===== src/rtl/foc_pkg.sv =====
// Shared types and constants for the FOC sample master and its sub-blocks.
package foc_pkg;

    // Controller sequencing: coefficient load, then the sample/ready handshake loop.
    typedef enum logic [2:0] {
        IDLE        = 3'd0,
        CFG_KP      = 3'd1,
        CFG_KI      = 3'd2,
        WAIT_SAMPLE = 3'd3,
        WAIT_READY  = 3'd4
    } state_e;

    // Coefficient addresses inside each axis PID block.
    localparam int PID_ADDR_KP = 0;
    localparam int PID_ADDR_KI = 1;

    // Default data width of angle, currents and coefficients.
    localparam int FOC_D_WIDTH = 19;

    // One ADC/resolver sample; packs to {curr_c, curr_b, curr_a, angle}, matching
    // the {adc_curr, adc_angle} concatenation with phase A in the low current bits.
    typedef struct packed {
        logic [FOC_D_WIDTH-1:0] curr_c;
        logic [FOC_D_WIDTH-1:0] curr_b;
        logic [FOC_D_WIDTH-1:0] curr_a;
        logic [FOC_D_WIDTH-1:0] angle;
    } sample_t;

endpackage


===== src/rtl/foc_sample_master_if.sv =====
// Request and coefficient-write bus between the sample master and the FOC core.
interface foc_sample_master_if #(
    parameter int D_WIDTH = 19
);
    logic                   valid;
    logic                   ready;
    logic [D_WIDTH-1:0]     angle_out;
    logic [3*D_WIDTH-1:0]   curr_out;
    logic                   pid_d_wen;
    logic                   pid_q_wen;
    logic [D_WIDTH-1:0]     pid_d_addr;
    logic [D_WIDTH-1:0]     pid_q_addr;
    logic [D_WIDTH-1:0]     pid_d_data;
    logic [D_WIDTH-1:0]     pid_q_data;

    modport master (
        output valid, angle_out, curr_out,
        output pid_d_wen, pid_q_wen, pid_d_addr, pid_q_addr, pid_d_data, pid_q_data,
        input  ready
    );

    modport slave (
        input  valid, angle_out, curr_out,
        input  pid_d_wen, pid_q_wen, pid_d_addr, pid_q_addr, pid_d_data, pid_q_data,
        output ready
    );
endinterface


===== src/rtl/foc_sample_master_slot.sv =====
// One-entry pending-sample buffer: newest sample wins, lost samples are counted
// in a saturating overrun counter.
module sample_slot #(
    parameter int W         = 76,
    parameter int CNT_WIDTH = 8
) (
    input  logic                 clk,
    input  logic                 rstb,
    input  logic                 push,
    input  logic                 pop,
    input  logic [W-1:0]         wdata,
    output logic                 full,
    output logic [W-1:0]         rdata,
    output logic [CNT_WIDTH-1:0] overrun_cnt
);

    // Store/overwrite on push, free on pop; a push that replaces an unread entry is an overrun.
    always_ff @(posedge clk or negedge rstb) begin
        if (!rstb) begin
            // NOTE: the slot data is a single register, not a memory array, so it is
            // reset along with its flag and the downstream outputs never see X.
            full        <= 1'b0;
            rdata       <= '0;
            overrun_cnt <= '0;
        end else begin
            // NOTE: non-blocking assignments keep every register updating from the
            // pre-edge values, so the order of these statements does not matter.
            if (push) begin
                rdata <= wdata;
                full  <= 1'b1;
                // Popping in the same cycle means the old entry was forwarded, not lost.
                if (full && !pop && (overrun_cnt != '1))
                    overrun_cnt <= overrun_cnt + 1'b1;
            end else if (pop) begin
                full <= 1'b0;
            end
        end
    end

endmodule


===== src/rtl/foc_sample_master.sv =====
// Initiator for the FOC core: loads D/Q PID gains, then forwards ADC/resolver
// samples as single-cycle valid pulses and waits for the core's ready edge.
module foc_sample_master
    import foc_pkg::*;
#(
    parameter int D_WIDTH        = FOC_D_WIDTH,
    parameter int Q_BITS         = 15,
    parameter int TIMEOUT_CYCLES = 1024,
    parameter int CNT_WIDTH      = 8
) (
    input  logic                   clk,
    input  logic                   rstb,
    input  logic                   cfg_start,
    input  logic [2*D_WIDTH-1:0]   kp_in,
    input  logic [2*D_WIDTH-1:0]   ki_in,
    input  logic                   adc_valid,
    input  logic [D_WIDTH-1:0]     adc_angle,
    input  logic [3*D_WIDTH-1:0]   adc_curr,
    foc_sample_master_if.master    core,
    output logic                   cfg_done,
    output logic                   busy,
    output logic                   err_timeout,
    output logic [CNT_WIDTH-1:0]   overrun_cnt
);

    localparam int SW    = 4 * D_WIDTH;
    localparam int TMO_W = (TIMEOUT_CYCLES > 2) ? $clog2(TIMEOUT_CYCLES) : 1;
    localparam logic [TMO_W-1:0] TMO_LAST = TMO_W'(TIMEOUT_CYCLES - 1);

    // Q_BITS only documents the number format; reject settings that cannot describe it.
    if (Q_BITS >= D_WIDTH || TIMEOUT_CYCLES < 2) begin : g_param_check
        $error("foc_sample_master: Q_BITS must be below D_WIDTH and TIMEOUT_CYCLES at least 2");
    end

    state_e                 state;
    logic                   ready_q;
    logic                   ready_rise;
    logic                   cfg_pend;
    logic [TMO_W-1:0]       tmo_cnt;
    logic [2*D_WIDTH-1:0]   kp_r, ki_r, kp_src, ki_src;

    logic                   push, pop, fwd_slot, fwd_new, start_cfg;
    logic                   slot_full;
    logic [SW-1:0]          slot_data, adc_sample, fwd_sample;

    logic                   valid_r, wen_r;
    logic [D_WIDTH-1:0]     angle_r, addr_r, data_d_r, data_q_r;
    logic [3*D_WIDTH-1:0]   curr_r;

    assign ready_rise = core.ready & ~ready_q;
    assign adc_sample = {adc_curr, adc_angle};
    assign fwd_sample = fwd_slot ? slot_data : adc_sample;

    // A fresh cfg_start carries the gains on its own inputs; a deferred one uses the captured copy.
    assign kp_src = cfg_start ? kp_in : kp_r;
    assign ki_src = cfg_start ? ki_in : ki_r;

    assign core.valid      = valid_r;
    assign core.angle_out  = angle_r;
    assign core.curr_out   = curr_r;
    assign core.pid_d_wen  = wen_r;
    assign core.pid_q_wen  = wen_r;
    assign core.pid_d_addr = addr_r;
    assign core.pid_q_addr = addr_r;
    assign core.pid_d_data = data_d_r;
    assign core.pid_q_data = data_q_r;

    // Decide this cycle's action: start a load, forward a sample, or park one in the slot.
    always_comb begin
        // NOTE: every output of this block gets a default first so no path leaves
        // a value unassigned and no latch is inferred.
        push      = 1'b0;
        pop       = 1'b0;
        fwd_slot  = 1'b0;
        fwd_new   = 1'b0;
        start_cfg = 1'b0;
        case (state)
            CFG_KP, CFG_KI, WAIT_READY: begin
                push = adc_valid;
            end
            default: begin
                if (!cfg_done) begin
                    // Unconfigured: samples are dropped without being counted.
                    start_cfg = cfg_start;
                end else if (cfg_start || cfg_pend) begin
                    start_cfg = 1'b1;
                    push      = adc_valid;
                end else if (slot_full) begin
                    fwd_slot = 1'b1;
                    pop      = 1'b1;
                    push     = adc_valid;
                end else begin
                    fwd_new = adc_valid;
                end
            end
        endcase
    end

    sample_slot #(
        .W         (SW),
        .CNT_WIDTH (CNT_WIDTH)
    ) u_slot (
        .clk         (clk),
        .rstb        (rstb),
        .push        (push),
        .pop         (pop),
        .wdata       (adc_sample),
        .full        (slot_full),
        .rdata       (slot_data),
        .overrun_cnt (overrun_cnt)
    );

    // Sequencer: two coefficient writes, then valid/ready handshakes with timeout.
    always_ff @(posedge clk or negedge rstb) begin
        if (!rstb) begin
            state       <= IDLE;
            ready_q     <= 1'b1;    // a ready held high through reset is not an edge
            cfg_pend    <= 1'b0;
            tmo_cnt     <= '0;
            kp_r        <= '0;
            ki_r        <= '0;
            valid_r     <= 1'b0;
            angle_r     <= '0;
            curr_r      <= '0;
            wen_r       <= 1'b0;
            addr_r      <= '0;
            data_d_r    <= '0;
            data_q_r    <= '0;
            cfg_done    <= 1'b0;
            busy        <= 1'b0;
            err_timeout <= 1'b0;
        end else begin
            ready_q <= core.ready;
            valid_r <= 1'b0;
            case (state)
                CFG_KP: begin
                    addr_r   <= D_WIDTH'(PID_ADDR_KI);
                    data_d_r <= ki_r[D_WIDTH-1:0];
                    data_q_r <= ki_r[2*D_WIDTH-1:D_WIDTH];
                    state    <= CFG_KI;
                end
                CFG_KI: begin
                    wen_r    <= 1'b0;
                    cfg_done <= 1'b1;
                    state    <= WAIT_SAMPLE;
                end
                WAIT_READY: begin
                    // A load requested mid-handshake waits until the core is released.
                    if (cfg_start) begin
                        cfg_pend <= 1'b1;
                        kp_r     <= kp_in;
                        ki_r     <= ki_in;
                    end
                    if (ready_rise) begin
                        busy  <= 1'b0;
                        state <= WAIT_SAMPLE;
                    end else if (tmo_cnt == TMO_LAST) begin
                        err_timeout <= 1'b1;
                        busy        <= 1'b0;
                        state       <= WAIT_SAMPLE;
                    end else begin
                        tmo_cnt <= tmo_cnt + 1'b1;
                    end
                end
                IDLE, WAIT_SAMPLE: begin
                    if (start_cfg) begin
                        kp_r     <= kp_src;
                        ki_r     <= ki_src;
                        cfg_pend <= 1'b0;
                        wen_r    <= 1'b1;
                        addr_r   <= D_WIDTH'(PID_ADDR_KP);
                        data_d_r <= kp_src[D_WIDTH-1:0];
                        data_q_r <= kp_src[2*D_WIDTH-1:D_WIDTH];
                        state    <= CFG_KP;
                    end else if (fwd_slot || fwd_new) begin
                        // Data registers load on the same edge that raises valid.
                        angle_r <= fwd_sample[D_WIDTH-1:0];
                        curr_r  <= fwd_sample[SW-1:D_WIDTH];
                        valid_r <= 1'b1;
                        busy    <= 1'b1;
                        tmo_cnt <= '0;
                        state   <= WAIT_READY;
                    end
                end
                default: begin
                    state <= IDLE;
                end
            endcase
        end
    end

endmodule


===== src/flat_wrapper.sv =====
// flat-port wrapper written by rule: the top's interface ports become plain ports
module foc_sample_master_flat import foc_pkg::*;
#(
    parameter int D_WIDTH        = FOC_D_WIDTH,
    parameter int Q_BITS         = 15,
    parameter int TIMEOUT_CYCLES = 1024,
    parameter int CNT_WIDTH      = 8
)
  (clk, rstb, cfg_start, kp_in, ki_in, adc_valid, adc_angle, adc_curr, cfg_done, busy, err_timeout, overrun_cnt, core_valid, core_angle_out, core_curr_out, core_pid_d_wen, core_pid_q_wen, core_pid_d_addr, core_pid_q_addr, core_pid_d_data, core_pid_q_data, core_ready);
  foc_sample_master_if #(.D_WIDTH(D_WIDTH)) core_i ();
  input  logic clk;
  input  logic rstb;
  input  logic cfg_start;
  input  logic [2*D_WIDTH-1:0] kp_in;
  input  logic [2*D_WIDTH-1:0] ki_in;
  input  logic adc_valid;
  input  logic [D_WIDTH-1:0] adc_angle;
  input  logic [3*D_WIDTH-1:0] adc_curr;
  output logic cfg_done;
  output logic busy;
  output logic err_timeout;
  output logic [CNT_WIDTH-1:0] overrun_cnt;
  output wire logic [$bits(core_i.valid)-1:0] core_valid;
  output wire logic [$bits(core_i.angle_out)-1:0] core_angle_out;
  output wire logic [$bits(core_i.curr_out)-1:0] core_curr_out;
  output wire logic [$bits(core_i.pid_d_wen)-1:0] core_pid_d_wen;
  output wire logic [$bits(core_i.pid_q_wen)-1:0] core_pid_q_wen;
  output wire logic [$bits(core_i.pid_d_addr)-1:0] core_pid_d_addr;
  output wire logic [$bits(core_i.pid_q_addr)-1:0] core_pid_q_addr;
  output wire logic [$bits(core_i.pid_d_data)-1:0] core_pid_d_data;
  output wire logic [$bits(core_i.pid_q_data)-1:0] core_pid_q_data;
  input wire logic [$bits(core_i.ready)-1:0] core_ready;
  assign core_valid = core_i.valid;
  assign core_angle_out = core_i.angle_out;
  assign core_curr_out = core_i.curr_out;
  assign core_pid_d_wen = core_i.pid_d_wen;
  assign core_pid_q_wen = core_i.pid_q_wen;
  assign core_pid_d_addr = core_i.pid_d_addr;
  assign core_pid_q_addr = core_i.pid_q_addr;
  assign core_pid_d_data = core_i.pid_d_data;
  assign core_pid_q_data = core_i.pid_q_data;
  assign core_i.ready = core_ready;
  foc_sample_master #(.D_WIDTH(D_WIDTH), .Q_BITS(Q_BITS), .TIMEOUT_CYCLES(TIMEOUT_CYCLES), .CNT_WIDTH(CNT_WIDTH)) u_core (.clk(clk), .rstb(rstb), .cfg_start(cfg_start), .kp_in(kp_in), .ki_in(ki_in), .adc_valid(adc_valid), .adc_angle(adc_angle), .adc_curr(adc_curr), .core(core_i), .cfg_done(cfg_done), .busy(busy), .err_timeout(err_timeout), .overrun_cnt(overrun_cnt));
endmodule

===== config.mk =====
export PLATFORM = sky130hd
export DESIGN_NAME = foc_sample_master_flat
export DESIGN_NICKNAME = d
export VERILOG_FILES = /design/src/rtl/foc_pkg.sv /design/src/rtl/foc_sample_master_if.sv /design/src/rtl/foc_sample_master_slot.sv /design/src/rtl/foc_sample_master.sv /design/src/flat_wrapper.sv
export SDC_FILE = /design/constraint.sdc
export NUM_CORES = 1
export LEC_CHECK = 0
export BUFFER_PORTS_ARGS = -buffer_cell sky130_fd_sc_hd__buf_2
export CORE_ASPECT_RATIO = 0.6
export CORE_MARGIN = 2
export CORE_UTILIZATION = 54
export DETAILED_ROUTE_END_ITERATION = 16
export PLACE_DENSITY = 0.93
export REMOVE_ABC_BUFFERS = 1
export SYNTH_ARGS = -nofsm -noshare
export SYNTH_HDL_FRONTEND = slang
export SYNTH_SLANG_ARGS = --single-unit

===== constraint.sdc =====
create_clock -name clk -period 3.23 [get_ports clk]
set_input_delay 0.4845 -clock clk [delete_from_list [all_inputs] [get_ports clk]]
set_output_delay 0.4845 -clock clk [all_outputs]
set_load 0.1 [all_outputs]

[Word-level counts from Yosys, hierarchy flattened]
Cells that the tools add are included.
Word-level totals
  flip-flop bits (word level): 314
  output and inout bits: 166
  input bits: 157
  logic and storage cells: 114
Cells by class
  equal/unequal tests: 14
  reduce and logical (&&, ||, !) cells: 22
  $add $sub $neg: 2
  bitwise gates (word level): 4
  multiplexer cells: 53
Operators with widths (count)
  $mux W38: 4
  $pmux W38 S2: 2
  $pmux W19 S2: 3
  $mux W76: 1
  $mux W19: 3
  $mux W10: 4
  $mux W1: 27
  $pmux W10 S2: 1
  $mux W3: 4
  $pmux W3 S4: 1
  $add A10 B1 Y10 const B: 1
  $eq A10 B10 Y1 const B: 1
  $reduce_and A2 Y1: 5
  $reduce_and A3 Y1: 3
  $add A8 B1 Y8 const B: 1
  $ne A2 B2 Y1 const B: 4
  $ne A8 B8 Y1 const B: 1
  $reduce_bool A2 Y1: 4
  $eq A3 B2 Y1 const B: 2
  $ne A3 B1 Y1 const B: 2
  $pmux W1 S2: 3
  $reduce_and A5 Y1: 1
  $ne A2 B1 Y1 const B: 2
  $reduce_and A4 Y1: 1
  10 further kinds: 14

[Logic depth before layout (Yosys ltp)]
Gate-level depths: netlist of the first run.
  word-level depth: 8
  depth in mapped cells: 10
  mapped depth without buffers: 6

[Hierarchy]
From an unflattened synthesis of the first run, not the netlist that was laid out.
Unflattened totals
  cell total of the unflattened synthesis: 972
  area total of the unflattened synthesis: 13666.9 um^2
Modules (own cells, without submodules)
  foc_sample_master: cells an instance 772, area an instance 10216.0 um^2, instances 1, sequential area each 5281.3 um^2
  sample_slot: cells an instance 200, area an instance 3450.8 um^2, instances 1, sequential area each 2127.0 um^2

[Least setup slack after synthesis of the first run]
Ideal clock, no wire load.
  path kind: register -> register
  start: register u_core.cfg_done
  end: register u_core.ki_r[0]
  required time: 3105 ps
  period minus slack after synthesis: 2662 ps
  arrival time: 2537 ps
  path slack: 568 ps
  path buffers: 2
  library setup time: 125 ps
  cell stages (with the launch flop): 8
  cell sequence: dfrtp_1 -> a21oi_1 -> nand2_1 -> a21oi_1 -> nand2b_1 -> clkbuf_1 -> buf_2 -> mux2_2
Between the ends
  longest elaborated chain between the ends: 4
Ends and longest elaborated chain
  start: declaration: line foc_sample_master.sv:20  | output logic cfg_done,
  start signal: assignment: line foc_sample_master.sv:129  | cfg_done <= 1'b0;
  start signal: assignment: line foc_sample_master.sv:144  | cfg_done <= 1'b1;
  $mux W1: line foc_sample_master.sv:82  | if (!cfg_done) begin
  $mux W1: line foc_sample_master.sv:77  | case (state)
  $ne A2 B1 Y1 (no source line)
  $reduce_and A2 Y1 (no source line)
  end signal: assignment: line foc_sample_master.sv:152  | ki_r <= ki_in;
  end signal: assignment: line foc_sample_master.sv:168  | ki_r <= ki_src;
  end: declaration: line foc_sample_master.sv:40  | logic [2*D_WIDTH-1:0] kp_r, ki_r, kp_src, ki_src;
No other way between the ends.
A chain may end at the register's enable or synchronous reset.

[Final worst setup path of the first run]
  start: register u_core.state[1]
  end: register u_core.u_slot.rdata[36]
Between the ends
  longest elaborated chain between the ends: 3
  elaborated cells on any way between the ends: 5
  those cells by class: eq/ne: 3; mux: 1; reduce/logical: 1
Ends and longest elaborated chain
  start: declaration: line foc_sample_master.sv:35  | state_e state;
  start signal: assignment: line foc_sample_master.sv:116  | state <= IDLE;
  start signal: assignment: line foc_sample_master.sv:140  | state <= CFG_KI;
  start signal: assignment: line foc_sample_master.sv:145  | state <= WAIT_SAMPLE;
  $eq A3 B1 Y1 (tied with other cells): line foc_sample_master.sv:77
  $reduce_or A3 Y1 (*): line foc_sample_master.sv:77
  $mux W1 (*): line foc_sample_master.sv:77
  end signal: assignment: line foc_sample_master_slot.sv:29  | rdata <= wdata;
  end: declaration: line foc_sample_master_slot.sv:13  | output logic [W-1:0] rdata,
Every way passes the cells marked *; elsewhere a longest branch is shown, timed or not.

==> results of run 1 <==
[metrics by stage]
stage	utilization [%]	setup slack (ns)	std cells	instance area [um2]
global route	66.2	0.415	1687	15500
detailed placement	62.5	0.593	1639	14600
finish	66.2	0.562	1687	15500
CTS	66.2	0.597	1687	15500
floorplan	-	-2.20	1021	12500
global placement	62.5	0.664	1639	14600
[logic make-up after synthesis]
family | count (synthesis)
flops | 296
mux | 278
simple gates | 217
compound gates | 181
buf+inv | 110
xor+xnor | 7
fa+ha+maj | 2
other cells | 1
[layout by cell type, fill, tap and decap left out, types with 3 or more instances in the layout]
cell type	netlist	final
sky130_fd_sc_hd__buf_2	19	285
sky130_fd_sc_hd__clkinv_2	0	5
sky130_fd_sc_hd__mux2i_1	114	114
sky130_fd_sc_hd__clkbuf_8	0	5
sky130_fd_sc_hd__a21boi_0	3	3
sky130_fd_sc_hd__and4_1	3	3
sky130_fd_sc_hd__buf_4	42	10
sky130_fd_sc_hd__conb_1	1	36
sky130_fd_sc_hd__o21a_1	3	3
sky130_fd_sc_hd__mux2_2	164	164
sky130_fd_sc_hd__clkbuf_1	39	6
sky130_fd_sc_hd__dfrtp_1	295	295
sky130_fd_sc_hd__inv_1	4	4
sky130_fd_sc_hd__a21oi_1	36	36
sky130_fd_sc_hd__and2_1	4	4
sky130_fd_sc_hd__buf_12	0	7
sky130_fd_sc_hd__nor3_1	7	6
sky130_fd_sc_hd__nor2_1	38	38
sky130_fd_sc_hd__nand3_1	14	14
sky130_fd_sc_hd__nand4_1	3	3
sky130_fd_sc_hd__o21ai_0	124	123
sky130_fd_sc_hd__clkbuf_16	0	27
sky130_fd_sc_hd__nor2b_1	5	5
sky130_fd_sc_hd__nand2_1	128	128
sky130_fd_sc_hd__xnor2_1	6	6
[worst max-delay path: stages (launching register included)]
cell and delay (ns):
sky130_fd_sc_hd__dfrtp_1 0.58, sky130_fd_sc_hd__or3b_2 0.22, sky130_fd_sc_hd__o21ai_0 0.24, sky130_fd_sc_hd__o21ai_4 0.20, sky130_fd_sc_hd__buf_4 0.76, sky130_fd_sc_hd__mux2_2 0.43
[cells in the mapped netlist, types with 3 or more instances]
cell and number:
sky130_fd_sc_hd__buf_6 3, sky130_fd_sc_hd__nor2_1 38, sky130_fd_sc_hd__or3_1 4, sky130_fd_sc_hd__dfrtp_1 295
sky130_fd_sc_hd__and2_1 4, sky130_fd_sc_hd__o21a_1 3, sky130_fd_sc_hd__and4_1 3, sky130_fd_sc_hd__buf_2 19
sky130_fd_sc_hd__a21boi_0 3, sky130_fd_sc_hd__nor2b_1 5, sky130_fd_sc_hd__nand4_1 3, sky130_fd_sc_hd__nor3_1 7
sky130_fd_sc_hd__nand3_1 14, sky130_fd_sc_hd__nand2_1 128, sky130_fd_sc_hd__buf_4 42, sky130_fd_sc_hd__inv_1 4
sky130_fd_sc_hd__mux2_2 164, sky130_fd_sc_hd__a21oi_1 36, sky130_fd_sc_hd__xnor2_1 6, sky130_fd_sc_hd__o21ai_0 124
sky130_fd_sc_hd__mux2i_1 114, sky130_fd_sc_hd__clkbuf_1 39
[how the worst max path moves through the flow]
stage	to	slack, ns	cells after the start
floorplan	u_core.core.pid_d_data[0]	-2.20	4
global placement	u_core.u_slot.rdata[75]	0.66	5
detailed placement	u_core.u_slot.rdata[36]	0.59	5
CTS	u_core.u_slot.rdata[36]	0.60	5
global route	u_core.u_slot.rdata[53]	0.42	5
finish	u_core.u_slot.rdata[36]	0.56	5
[sequential cells by signal, indices dropped and copies added (netlist names)]
register	cells
u_core.core.pid_d_data	19
u_core.u_slot.overrun_cnt	8
u_core.core.curr_out	57
u_core.core.valid	1
u_core.ki_r	38
u_core.busy	1
u_core.core.pid_d_wen	1
u_core.u_slot.rdata	76
u_core.err_timeout	1
u_core.cfg_pend	1
u_core.cfg_done	1
u_core.tmo_cnt	10
u_core.kp_r	38
u_core.u_slot.full	1
u_core.core.pid_d_addr	1
u_core.ready_q	1
u_core.core.angle_out	19
u_core.core.pid_q_data	19
u_core.state	3
[layer usage]
| layer | global-route usage, % | vias to the layer above | share of wire (%) |
|---|---|---|---|
| met5 | 0 | - | 0 |
| met4 | 4.94 | 0 | 1.8 |
| met3 | 4.98 | 48 | 5.9 |
| met2 | 38.6 | 253 | 48 |
| met1 | 32.2 | 4527 | 44 |
| li1 | - | 4251 | - |
[area by class of cell]
class,count,area (um2)
clock inverter,9,80.1
multi-input combinational,721,5150
tap,315,394
clock buffer,38,767
sequential,296,7410
timing repair buffer,304,1670
fill,1688,7920
inverter,4,15.0
[timing repair]
action	4_1_cts	5_1_grt
endpoints found under the hold margin	81	0
hold buffers	1	0
gates resized for setup	0	0
setup endpoints to repair	0	0
==> results.md, run 1 <==
Routing:
- In the routed design, unresolved DRC markers number 0.
- For this block, the routed nets add up to 29700 um of wire.
- The final routed wire length divided by cell count is 17.6 um.
- The routed layout has 9079 vias.
- The number of iterations in the first detailed-routing pass is 4.
- The DRC marker count from the first detailed-route iteration is 627.
- Once detail routing completed, the nets flagged for antenna violations numbered 0.
- The average via count per standard cell is 5.38.

STA:
- Timing would allow up to 0.375 GHz.
- The number of hold violations in the final report is 0.
- Final hold analysis gives a worst-case slack of 0.0566 ns.
- The smallest clock period supported by the final layout is computed as 2.67 ns.
- Summed over all failing endpoints, the final setup total negative slack is 0 ns.
- After layout, the worst path uses 82.6% of the clock period.
- The number of slew-limit violations in the final report is 0.
- Setup repair after global routing left no endpoint under its margin.
- The slew of the pin with the lowest slew margin is 1.05 ns.
- The clock tree skew after final layout is 0.00960 ns.
- The relative slew slack is 29.9%.
- The number of failing setup endpoints in the final timing report is 0.

Yosys:
- The share of the synthesized area in the top cell type is 56.7%.
- In the synthesized netlist, the number of instances is 1092.
- After synthesis, the largest family of logic cells by area is multiplexers.
- Summing the areas of all and, or, nand and nor instances in the mapped netlist gives 7.21% of the synthesized area.
- Summed over all instances, the cell type with the most area after synthesis is sky130_fd_sc_hd__dfrtp_1.
- The adder and majority gate portion of the synthesized area is 0.192%.
- After synthesis, the share of cell area in mux cells is 23.0%.
- The mapped netlist covers 13000 um2.
- The share of the Yosys chip area taken by registers is 56.9%.
- The flip-flop cell with the highest count after synthesis is sky130_fd_sc_hd__dfrtp_1.
- The synthesized design contains 296 register bits.
- The compound-cell area share of the yosys netlist is 7.43%.
- In the post-synthesis netlist, the biggest area contributors are sky130_fd_sc_hd__dfrtp_1 57%, sky130_fd_sc_hd__mux2_2 14%, sky130_fd_sc_hd__mux2i_1 8.8%.
- In this run, distinct cell masters in the synthesized netlist total 48.
- The number of synthesis warnings is 0.
- The mean cell area of the mapped netlist is 11.9 um2.
- Of the total synthesized cell area, the portion taken by XOR and XNOR cells is 0.471%.
- The share of flip-flops with an asynchronous set or reset is 100%.
- The number of flops mapped to enable cells by yosys is 0.

Critical path:
- The highest net fanout along the worst path is 76.
- Counting cells, the worst reg-to-reg path comes to 5.
- The worst path arrival time is 3.08 ns.
- The worst setup path is launched from a flip-flop.
- The worst setup path startpoint is u_core.state[1].
- STA puts the critical path data required time at 3.65 ns.
- The worst setup slack for register-to-register paths is 0.56 ns.
- The capture instance of the worst register-to-register path is u_core.u_slot.rdata[36].
- The element type at the critical path end is a flip-flop.
- The startpoint identified for the worst register-to-register timing path is u_core.state[1].
- The critical path is of the reg -> reg type.

Global route:
- The overall overflow remaining after global route is 0.
- The global-route total usage across every layer is 23.4%.
- The initial antenna violation count is 0.
- Entering global routing, the biggest net connects 104 pins.
- The first global-routing pass estimated 48300 um of wire.
- The via count of the first global-routing pass came to 9330.

Clock network:
- The maximum root-to-sink buffer count is 3.
- For this design, the sink count on the clock tree is 296.
- The root buffer selected by CTS is sky130_fd_sc_hd__clkbuf_16.
- After clock tree synthesis, the clock-pin slew on the worst setup and hold paths is 0.06 ns.
- At the later pin of the worst-skew pair, clock insertion delay measures 0.54 ns.
- TritonCTS built the clock tree.
- Counting the buffers created by CTS gives 27.
- The post-CTS repair timing setup buffer count is 0.
- CTS built an H-tree with a depth of 1.

Worst hold path:
- The critical hold path startpoint is core_ready.
- The kind of path behind the tightest hold check is in -> reg.
- The worst-case hold path end point is u_core.ready_q.
- Along the worst hold path, the cell count comes to 1.

Die:
- The effective utilization at floorplan is 55.6%.
- In this run the count of I/O pins placed on the die edge is 323.
- The standard-cell row count is 43.
- The die is 124 um tall.
- The area of the die is 25400 um2.
- The placeable core area is 23400 um2.
- The horizontal extent of the die is 204 um.

Job:
- Max-cap violations in this run came to 0.

Finish:
- Of the cells placed in the final design, the portion with a size suffix greater than 1 is 38.0%.
- The number of nets at the end of the flow is 1513.
- Relative to the synthesized area, the layout overhead comes to 19.0%.
- The number of antenna cells inserted is 0.

Placement:
- Routability-driven placement finished with a final weighted congestion of 0.833.
- The estimated wirelength of the detail-placed design is 20300 um.
- The number of port buffers is 286.

Status:
- The flow ran to the end, and the final reports show no timing, DRC or antenna violations.
Power of run 1 is not shown: default switching activity piles up to over one toggle a cycle in this logic, so the estimate is an artifact.
==> run 2, diff against run 1 <==
--- a/config.mk
+++ b/config.mk
@@ -5,12 +5,13 @@
 export SDC_FILE = /design/constraint.sdc
 export NUM_CORES = 1
 export LEC_CHECK = 0
+export ABC_AREA = 1
 export BUFFER_PORTS_ARGS = -buffer_cell sky130_fd_sc_hd__buf_2
 export CORE_ASPECT_RATIO = 0.6
 export CORE_MARGIN = 2
 export CORE_UTILIZATION = 54
 export DETAILED_ROUTE_END_ITERATION = 16
-export PLACE_DENSITY = 0.93
+export PLACE_DENSITY = 0.92
 export REMOVE_ABC_BUFFERS = 1
 export SYNTH_ARGS = -nofsm -noshare
 export SYNTH_HDL_FRONTEND = slang
==> constraint.sdc (replaced) <==
create_clock -name clk -period 2.75 [get_ports clk]
set_input_delay 0.4125 -clock clk [delete_from_list [all_inputs] [get_ports clk]]
set_output_delay 0.4125 -clock clk [all_outputs]
set_load 0.1 [all_outputs]
==> run 2 against run 1 <==
Global-route usage up 2.3 points. Sequential cell count did not move. Critical path depth grew 1. Register-to-register slack lost 0.02 ns. Fmax rose by 21%. Clock-buffer cell count grew 2. Critical endpoint is now u_core.core.angle_out[8].
==> results.md, run 2 <==
Finish:
- The number of nets at the end of the flow came to 2014 (was 1513).
- The synthesis-to-layout area growth is 19.6% (was 19.0%).
- The post-layout instance area is 15900 um2 (was 15500 um2).
- The number of flip-flops in the largest register came to 76 (unchanged).
- Most used cells in the layout excluding fill and tap cells: 452 x sky130_fd_sc_hd__nand2_1, 342 x sky130_fd_sc_hd__o21ai_0, 295 x sky130_fd_sc_hd__dfrtp_1 (was 295 x sky130_fd_sc_hd__dfrtp_1, 285 x sky130_fd_sc_hd__buf_2, 164 x sky130_fd_sc_hd__mux2_2).
- The register containing the most flip-flops in the final layout is u_core.u_slot.rdata (unchanged).
- The number of filler cells placed in the layout is 1850 (was 1688).
- The commonest non-fill, non-tap cell in the layout is sky130_fd_sc_hd__nand2_1 (was sky130_fd_sc_hd__dfrtp_1).
- The count of placed standard cells in the final layout, fillers left out is 2198 (was 1687).
- The fraction of final layout cells with drive strength greater than 1 is 19.4% (was 38.0%).

Yosys:
- The share of the yosys chip area belonging to registers came to 55.7% (was 56.9%).
- The share of flip-flops with an asynchronous set or reset is 100% (unchanged).
- The share of the synthesized area in the top cell type came to 55.5% (was 56.7%).
- The area of the mapped netlist is 13300 um2 (was 13000 um2).
- The number of flops mapped to enable cells by yosys is 0 (unchanged).
- The mean cell area of the mapped netlist is 8.24 um2 (was 11.9 um2).
- The flip-flop cell with the highest count after synthesis is sky130_fd_sc_hd__dfrtp_1 (unchanged).
- The cell with the most instances after synthesis is sky130_fd_sc_hd__nand2_1 (was sky130_fd_sc_hd__dfrtp_1).
- The most area-hungry cell type in the Yosys netlist is sky130_fd_sc_hd__dfrtp_1 (unchanged).
- The register bit total from synthesis came to 296 (unchanged).
- The number of distinct standard cells referenced by the synthesized netlist came to 25 (was 48).
- The cell count after synthesis is 1616 (was 1092).
- Leading post-synthesis cells by instance count: 455 x sky130_fd_sc_hd__nand2_1, 342 x sky130_fd_sc_hd__o21ai_0, 295 x sky130_fd_sc_hd__dfrtp_1 (was 295 x sky130_fd_sc_hd__dfrtp_1, 164 x sky130_fd_sc_hd__mux2_2, 128 x sky130_fd_sc_hd__nand2_1).
- The number of synthesis warnings is 0 (unchanged).
- Synth top area cells: sky130_fd_sc_hd__dfrtp_1 55%, sky130_fd_sc_hd__o21ai_0 13%, sky130_fd_sc_hd__nand2_1 13% (was sky130_fd_sc_hd__dfrtp_1 57%, sky130_fd_sc_hd__mux2_2 14%, sky130_fd_sc_hd__mux2i_1 8.8%).

Routing:
- The number of iterations in the first detailed-routing pass is 6 (was 4).
- The routed wire length is 33300 um (was 29700 um).
- The DRC marker count from the first detailed-route iteration is 1183 (was 627).
- The average via count per standard cell is 5.31 (was 5.38).
- The number of remaining DRC errors is 0 (unchanged).
- The final routed wire length divided by cell count is 15.1 um (was 17.6 um).
- The remaining number of nets flagged by the antenna check after routing is 0 (unchanged).
- The via count of the routed design was 11661 (was 9079).

Die:
- The standard-cell row count came to 44 (was 43).
- The effective utilization at floorplan was 55.1% (was 55.6%).
- The placeable core area is 24200 um2 (was 23400 um2).
- The horizontal extent of the die came to 207 um (was 204 um).
- The vertical die dimension is 126 um (was 124 um).
- The number of top-level design ports is 323 (unchanged).
- The area of the die is 26000 um2 (was 25400 um2).

Clock network:
- The clock slew at the register clock pins of the worst setup and hold paths is 0.06 ns (about the same).
- The post-CTS repair timing setup buffer count came to 0 (unchanged).
- The maximum root-to-sink buffer count is 3 (unchanged).
- The TritonCTS clock tree is done (unchanged).
- The clock latency of the later-clocked register in the worst-skew pair is 0.55 ns (was 0.54 ns).
- The clock sink count is 296 (unchanged).
- The cts-stage hold buffer count was 2 (was 1).
- The number of H-tree levels is 1 (unchanged).
- The TritonCTS buffer count came to 28 (was 27).
- The root buffer selected by CTS is sky130_fd_sc_hd__clkbuf_16 (unchanged).
- The count of instances resized after the clock tree is built was 0 (unchanged).

Critical path:
- The launch instance of the worst register-to-register path is u_core.state[1] (unchanged).
- The element type at the critical path end is a flip-flop (unchanged).
- The critical path class is reg -> reg (unchanged).
- The highest net fanout along the worst path came to 130 (was 76).
- The worst setup path startpoint is u_core.state[1] (unchanged).
- The category of the worst setup path launch point was a flip-flop (unchanged).
- The required time reported for the critical path endpoint is 3.19 ns (was 3.65 ns).
- The worst path arrival time came to 2.65 ns (was 3.08 ns).

STA:
- The maximum achievable frequency is 0.452 GHz (was 0.375 GHz).
- The slew of the pin with the lowest slew margin is 0.703 ns (was 1.05 ns).
- RSZ-0062 raised after global routing: false (unchanged).
- The clock period minus final worst setup slack came to 2.21 ns (was 2.67 ns).
- The post-route clock period utilization is 80.4% (was 82.6%).
- The relative slew slack came to 53.2% (was 29.9%).
- The number of failing setup endpoints in the final timing report is 0 (unchanged).
- The number of hold violations in the final report is 0 (unchanged).
- The number of slew-limit violations in the final report is 0 (unchanged).
- The clock tree skew after final layout was 0.0226 ns (was 0.00960 ns).

Global route:
- The maximum number of pins on one net before global-route repair came to 131 (was 104).
- The initial antenna violation count is 4 (was 0).
- The overall overflow remaining after global route was 0 (unchanged).
- The via count of the first global-routing pass is 11164 (was 9330).
- The global-route total usage across every layer came to 25.8% (was 23.4%).
- The wire length of the first global-routing pass is 54800 um (was 48300 um).

Placement:
- The number of port buffers came to 286 (unchanged).
- The weighted congestion reported at the end of routability-driven placement is 0.830 (was 0.833).
- The estimated wirelength of the detail-placed design is 22200 um (was 20300 um).
- The number of cells after detailed placement came to 2145 (was 1639).
- The post-place instance area is 14900 um2 (was 14600 um2).

Job:
- The count of max-cap constraint violations is 0 (unchanged).

Worst hold path:
- The critical hold path startpoint is ki_in[15] (was core_ready).
- The kind of path behind the tightest hold check is in -> reg (unchanged).

Status:
- Outcome: completed (unchanged).
run 2: cell count changes in the layout (fill, tap and decap cells not counted), moves of 14 or more:
cell,delta
sky130_fd_sc_hd__inv_1,+173
sky130_fd_sc_hd__nand3_1,+14
sky130_fd_sc_hd__mux2i_1,-114
sky130_fd_sc_hd__o21ai_0,+219
sky130_fd_sc_hd__o21ai_1,+47
sky130_fd_sc_hd__nor2_1,+18
sky130_fd_sc_hd__mux2_2,-164
sky130_fd_sc_hd__nand2_1,+324
run 2: cells by family (layout without fill, tap and decap cells):
group           after synthesis  after routing  synth area share, %
buf+inv                     309            533                 10.4
fa+ha+maj                     2              2                0.188
xor+xnor                      6              6                0.395
flops                       296            296                 55.7
compound gates              438            438                 16.6
simple gates                564            564                 16.7
other cells                   1             37               0.0282
run 2: cell type report:
class                      instances  area [um2]  share of cell area (%)
clock buffer                      40         837                    5.26
timing repair buffer             306        1760                    11.0
antenna                            1        2.50                  0.0157
tap                              322         403                    2.53
clock inverter                    10         153                   0.959
sequential                       296        7410                    46.5
multi-input combinational       1046        4690                    29.5
inverter                         177         664                    4.17
run 2: final timing paths:
check,slack [ns],end,depth (start not counted)
setup / recovery,0.54,u_core.core.angle_out[8],6
hold / removal,0.09,u_core.ki_r[15],3
setup reg to reg,0.54,u_core.core.angle_out[8],6
hold reg to reg,0.48,u_core.u_slot.rdata[56],2
max in group asynchronous,1.52,u_core.ready_q,3
min in group asynchronous,0.41,u_core.core.pid_q_data[8],2
run 2: per-stage QoR:
step / util, % / TNS, ns / setup WS [ns] / hold slack, ns
after floorplan: - / -215.83 / -2.12 / 0.117
after global placement: 61.7 / 0 / 0.640 / 0.377
after detailed placement: 61.7 / 0 / 0.538 / 0.380
after CTS: 65.9 / 0 / 0.583 / 0.0677
after global routing: 65.9 / 0 / 0.361 / 0.0831
final: 65.9 / 0 / 0.538 / 0.0930
run 2: layer usage:
| layer | up-vias | global-route usage (%) | routed length, um |
|---|---|---|---|
| met2 | 509 | 40.4 | 15400 |
| met4 | 4 | 5.71 | 665 |
| met3 | 67 | 7.30 | 3150 |
| met1 | 5542 | 35.9 | 14100 |
| met5 | - | 0 | 19 |
| li1 | 5539 | - | - |
run 2: critical path, stage by stage, from the launching register on:
cell and delay, ns:
sky130_fd_sc_hd__dfrtp_1 0.45, sky130_fd_sc_hd__o21ai_1 0.22, sky130_fd_sc_hd__nand3_2 0.24, sky130_fd_sc_hd__nand2_4 0.30
sky130_fd_sc_hd__buf_12 0.40, sky130_fd_sc_hd__o21ai_0 0.18, sky130_fd_sc_hd__o21ai_0 0.24
Power of run 2 is left out for the same reason.
==> run 3, diff against run 2 <==
==> constraint.sdc (replaced) <==
create_clock -name clk -period 2.3 [get_ports clk]
set_input_delay 0.345 -clock clk [delete_from_list [all_inputs] [get_ports clk]]
set_output_delay 0.345 -clock clk [all_outputs]
set_load 0.1 [all_outputs]
==> run 3 against run 2 <==
Worst setup slack lost 0.31 ns. First-iteration DRC count grew 1.1%. Die area is the same. Critical endpoint is now u_core.core.angle_out[13]. Highest routed layer unchanged.
==> results.md, run 3 (synthesis results as in run 2) <==
Clock network:
- The clock sink count is 296 (unchanged).
- The maximum root-to-sink buffer count is 3 (unchanged).
- The root buffer selected by CTS was sky130_fd_sc_hd__clkbuf_16 (unchanged).
- The count of instances resized after the clock tree is built is 0 (unchanged).
- The post-CTS repair timing setup buffer count is 0 (unchanged).
- The number of H-tree levels came to 1 (unchanged).
- The TritonCTS clock tree is done (unchanged).
- The clock slew at the register clock pins of the worst setup and hold paths is 0.06 ns (about the same).
- The TritonCTS buffer count is 28 (unchanged).
- The clock latency of the later-clocked register in the worst-skew pair is 0.54 ns (was 0.55 ns).

Global route:
- The initial antenna violation count is 6 (was 4).
- The most heavily used metal layer in global routing was met2 (unchanged).
- The wire length of the first global-routing pass is 53900 um (was 54800 um).
- The met1 capacity usage during global routing was 34.9% (was 35.9%).
- The via count of the first global-routing pass was 11004 (was 11164).
- The maximum number of pins on one net before global-route repair was 151 (was 131).
- The met3 track utilization from global routing is 7.40% (was 7.30%).
- The overall overflow remaining after global route is 0 (unchanged).
- The global-route total usage across every layer is 25.5% (was 25.8%).
- The global routing met2 resource utilization was 40.5% (was 40.4%).

Critical path:
- The most prevalent standard cell on the critical path is sky130_fd_sc_hd__o21ai_0 (unchanged).
- The count of cells along the worst register-to-register path is 7 (was 6).
- The worst path arrival time is 2.47 ns (was 2.65 ns).
- The required time reported for the critical path endpoint is 2.70 ns (was 3.19 ns).
- Sequence of cells on the critical path: o21ai_1 > nand3_2 > nand2_4 > buf_12 > nand2_1 > o21ai_0 > o21ai_0 (was o21ai_1 > nand3_2 > nand2_4 > buf_12 > o21ai_0 > o21ai_0).
- The delay of the slowest cell on the worst path is 0.43 ns (was 0.45 ns).
- The highest net fanout along the worst path is 150 (was 130).
- The critical path class is reg -> reg (unchanged).
- The category of the worst setup path launch point was a flip-flop (unchanged).
- The element type at the critical path end is a flip-flop (unchanged).
- The library cell contributing the largest single delay on the critical path is sky130_fd_sc_hd__dfrtp_1 (unchanged).

Die:
- The placeable core area is 24200 um2 (unchanged).
- The horizontal extent of the die is 207 um (unchanged).
- The effective utilization at floorplan was 55.1% (unchanged).
- The vertical die dimension is 126 um (unchanged).
- The number of top-level design ports is 323 (unchanged).
- The standard-cell row count is 44 (unchanged).
- The area of the die is 26000 um2 (unchanged).

Routing:
- The final routed wire length divided by cell count is 15.1 um (about the same).
- The DRC marker count from the first detailed-route iteration is 1196 (was 1183).
- The remaining number of nets flagged by the antenna check after routing is 0 (unchanged).
- The via count of the routed design is 11579 (was 11661).
- The number of remaining DRC errors is 0 (unchanged).
- The average via count per standard cell is 5.26 (was 5.31).
- The routed wire length is 33300 um (about the same).
- The number of iterations in the first detailed-routing pass was 5 (was 6).

Finish:
- The number of filler cells placed in the layout came to 1870 (was 1850).
- The multi-input combinational cell area is 4690 um2 (unchanged).
- The total area of sequential cells is 7410 um2 (unchanged).
- The fraction of final layout cells with drive strength greater than 1 came to 19.5% (was 19.4%).
- The count of placed standard cells in the final layout, fillers left out is 2203 (was 2198).
- The register containing the most flip-flops in the final layout is u_core.u_slot.rdata (unchanged).
- The synthesis-to-layout area growth is 19.6% (about the same).
- The commonest non-fill, non-tap cell in the layout is sky130_fd_sc_hd__nand2_1 (unchanged).
- The number of nets at the end of the flow is 2020 (was 2014).
- The number of flip-flops in the largest register came to 76 (unchanged).
- Most used cells in the layout excluding fill and tap cells: 452 x sky130_fd_sc_hd__nand2_1, 342 x sky130_fd_sc_hd__o21ai_0, 295 x sky130_fd_sc_hd__dfrtp_1 (unchanged).

Worst hold path:
- The kind of path behind the tightest hold check is in -> reg (unchanged).
- The cell depth of the worst hold path was 3 (unchanged).

STA:
- RSZ-0062 raised after global routing: false (unchanged).
- The slew of the pin with the lowest slew margin came to 0.702 ns (was 0.703 ns).
- The clock tree skew after final layout came to 0.0115 ns (was 0.0226 ns).
- The clock period minus final worst setup slack is 2.07 ns (was 2.21 ns).
- The number of failing setup endpoints in the final timing report is 0 (unchanged).
- The relative slew slack is 53.2% (about the same).
- The post-route clock period utilization is 90.1% (was 80.4%).
- The maximum achievable frequency is 0.483 GHz (was 0.452 GHz).
- The number of slew-limit violations in the final report is 0 (unchanged).
- The number of hold violations in the final report is 0 (unchanged).

Status:
- Outcome: completed (unchanged).

Placement:
- The weighted congestion reported at the end of routability-driven placement came to 0.840 (was 0.830).
- The number of port buffers is 286 (unchanged).
- The estimated wirelength of the detail-placed design is 22400 um (was 22200 um).
- The number of cells after detailed placement is 2150 (was 2145).

Job:
- The count of max-cap constraint violations came to 0 (unchanged).
## run 3: timing repair
item,CTS,global route
hold endpoints to repair,57,0
endpoints found under the setup margin,0,0
hold buffers,3,0
## run 3: worst max-delay path, delay by kind of cell, from the launching register on
family                 cells  cell delay (ns)
AO/OA/AOI/OAI              3             0.44
buffers and inverters      1             0.37
flip-flops                 1             0.43
AND/OR/NAND/NOR            3             0.52
## run 3: path summary, 6_finish.rpt
check / startpoint / to / slack (ns)
worst max register to register: u_core.state[0] / u_core.core.angle_out[13] / 0.23
worst max-delay path: u_core.state[0] / u_core.core.angle_out[13] / 0.23
worst min register to register: u_core.u_slot.rdata[30] / u_core.u_slot.rdata[30] / 0.48
min in group asynchronous: rstb / u_core.core.pid_q_data[8] / 0.35
max in group asynchronous: rstb / u_core.ready_q / 1.18
worst min-delay path: ki_in[14] / u_core.ki_r[14] / 0.03
## run 3: routing by layer
metal	part of all wire, %	wire length [um]
met1	43	14200
met2	46	15200
met3	9.3	3110
met4	2.1	690
met5	0.14	48
## run 3: final cells by class
class	instances	area share [%]
clock buffer	38	5.15
clock inverter	10	0.668
tap	322	2.53
inverter	177	4.17
sequential	296	46.5
multi-input combinational	1046	29.5
timing repair buffer	312	11.4
antenna	2	0.0314
## run 3: stage by stage
stage / worst slack [ns] / setup TNS [ns] / cell area [um2] / hold WS, ns / util (%)
2_1_floorplan: -2.57 / -341.67 / 12700 / 0.0494 / -
3_3_place_gp: 0.435 / 0 / 15000 / 0.321 / 61.9
3_5_place_dp: 0.297 / 0 / 15000 / 0.326 / 61.9
4_1_cts: 0.283 / 0 / 15900 / 0.00448 / 65.8
5_1_grt: 0.0388 / 0 / 15900 / 0.0228 / 65.9
6_report: 0.228 / 0 / 15900 / 0.0277 / 65.9
Power of run 3 is left out for the same reason.
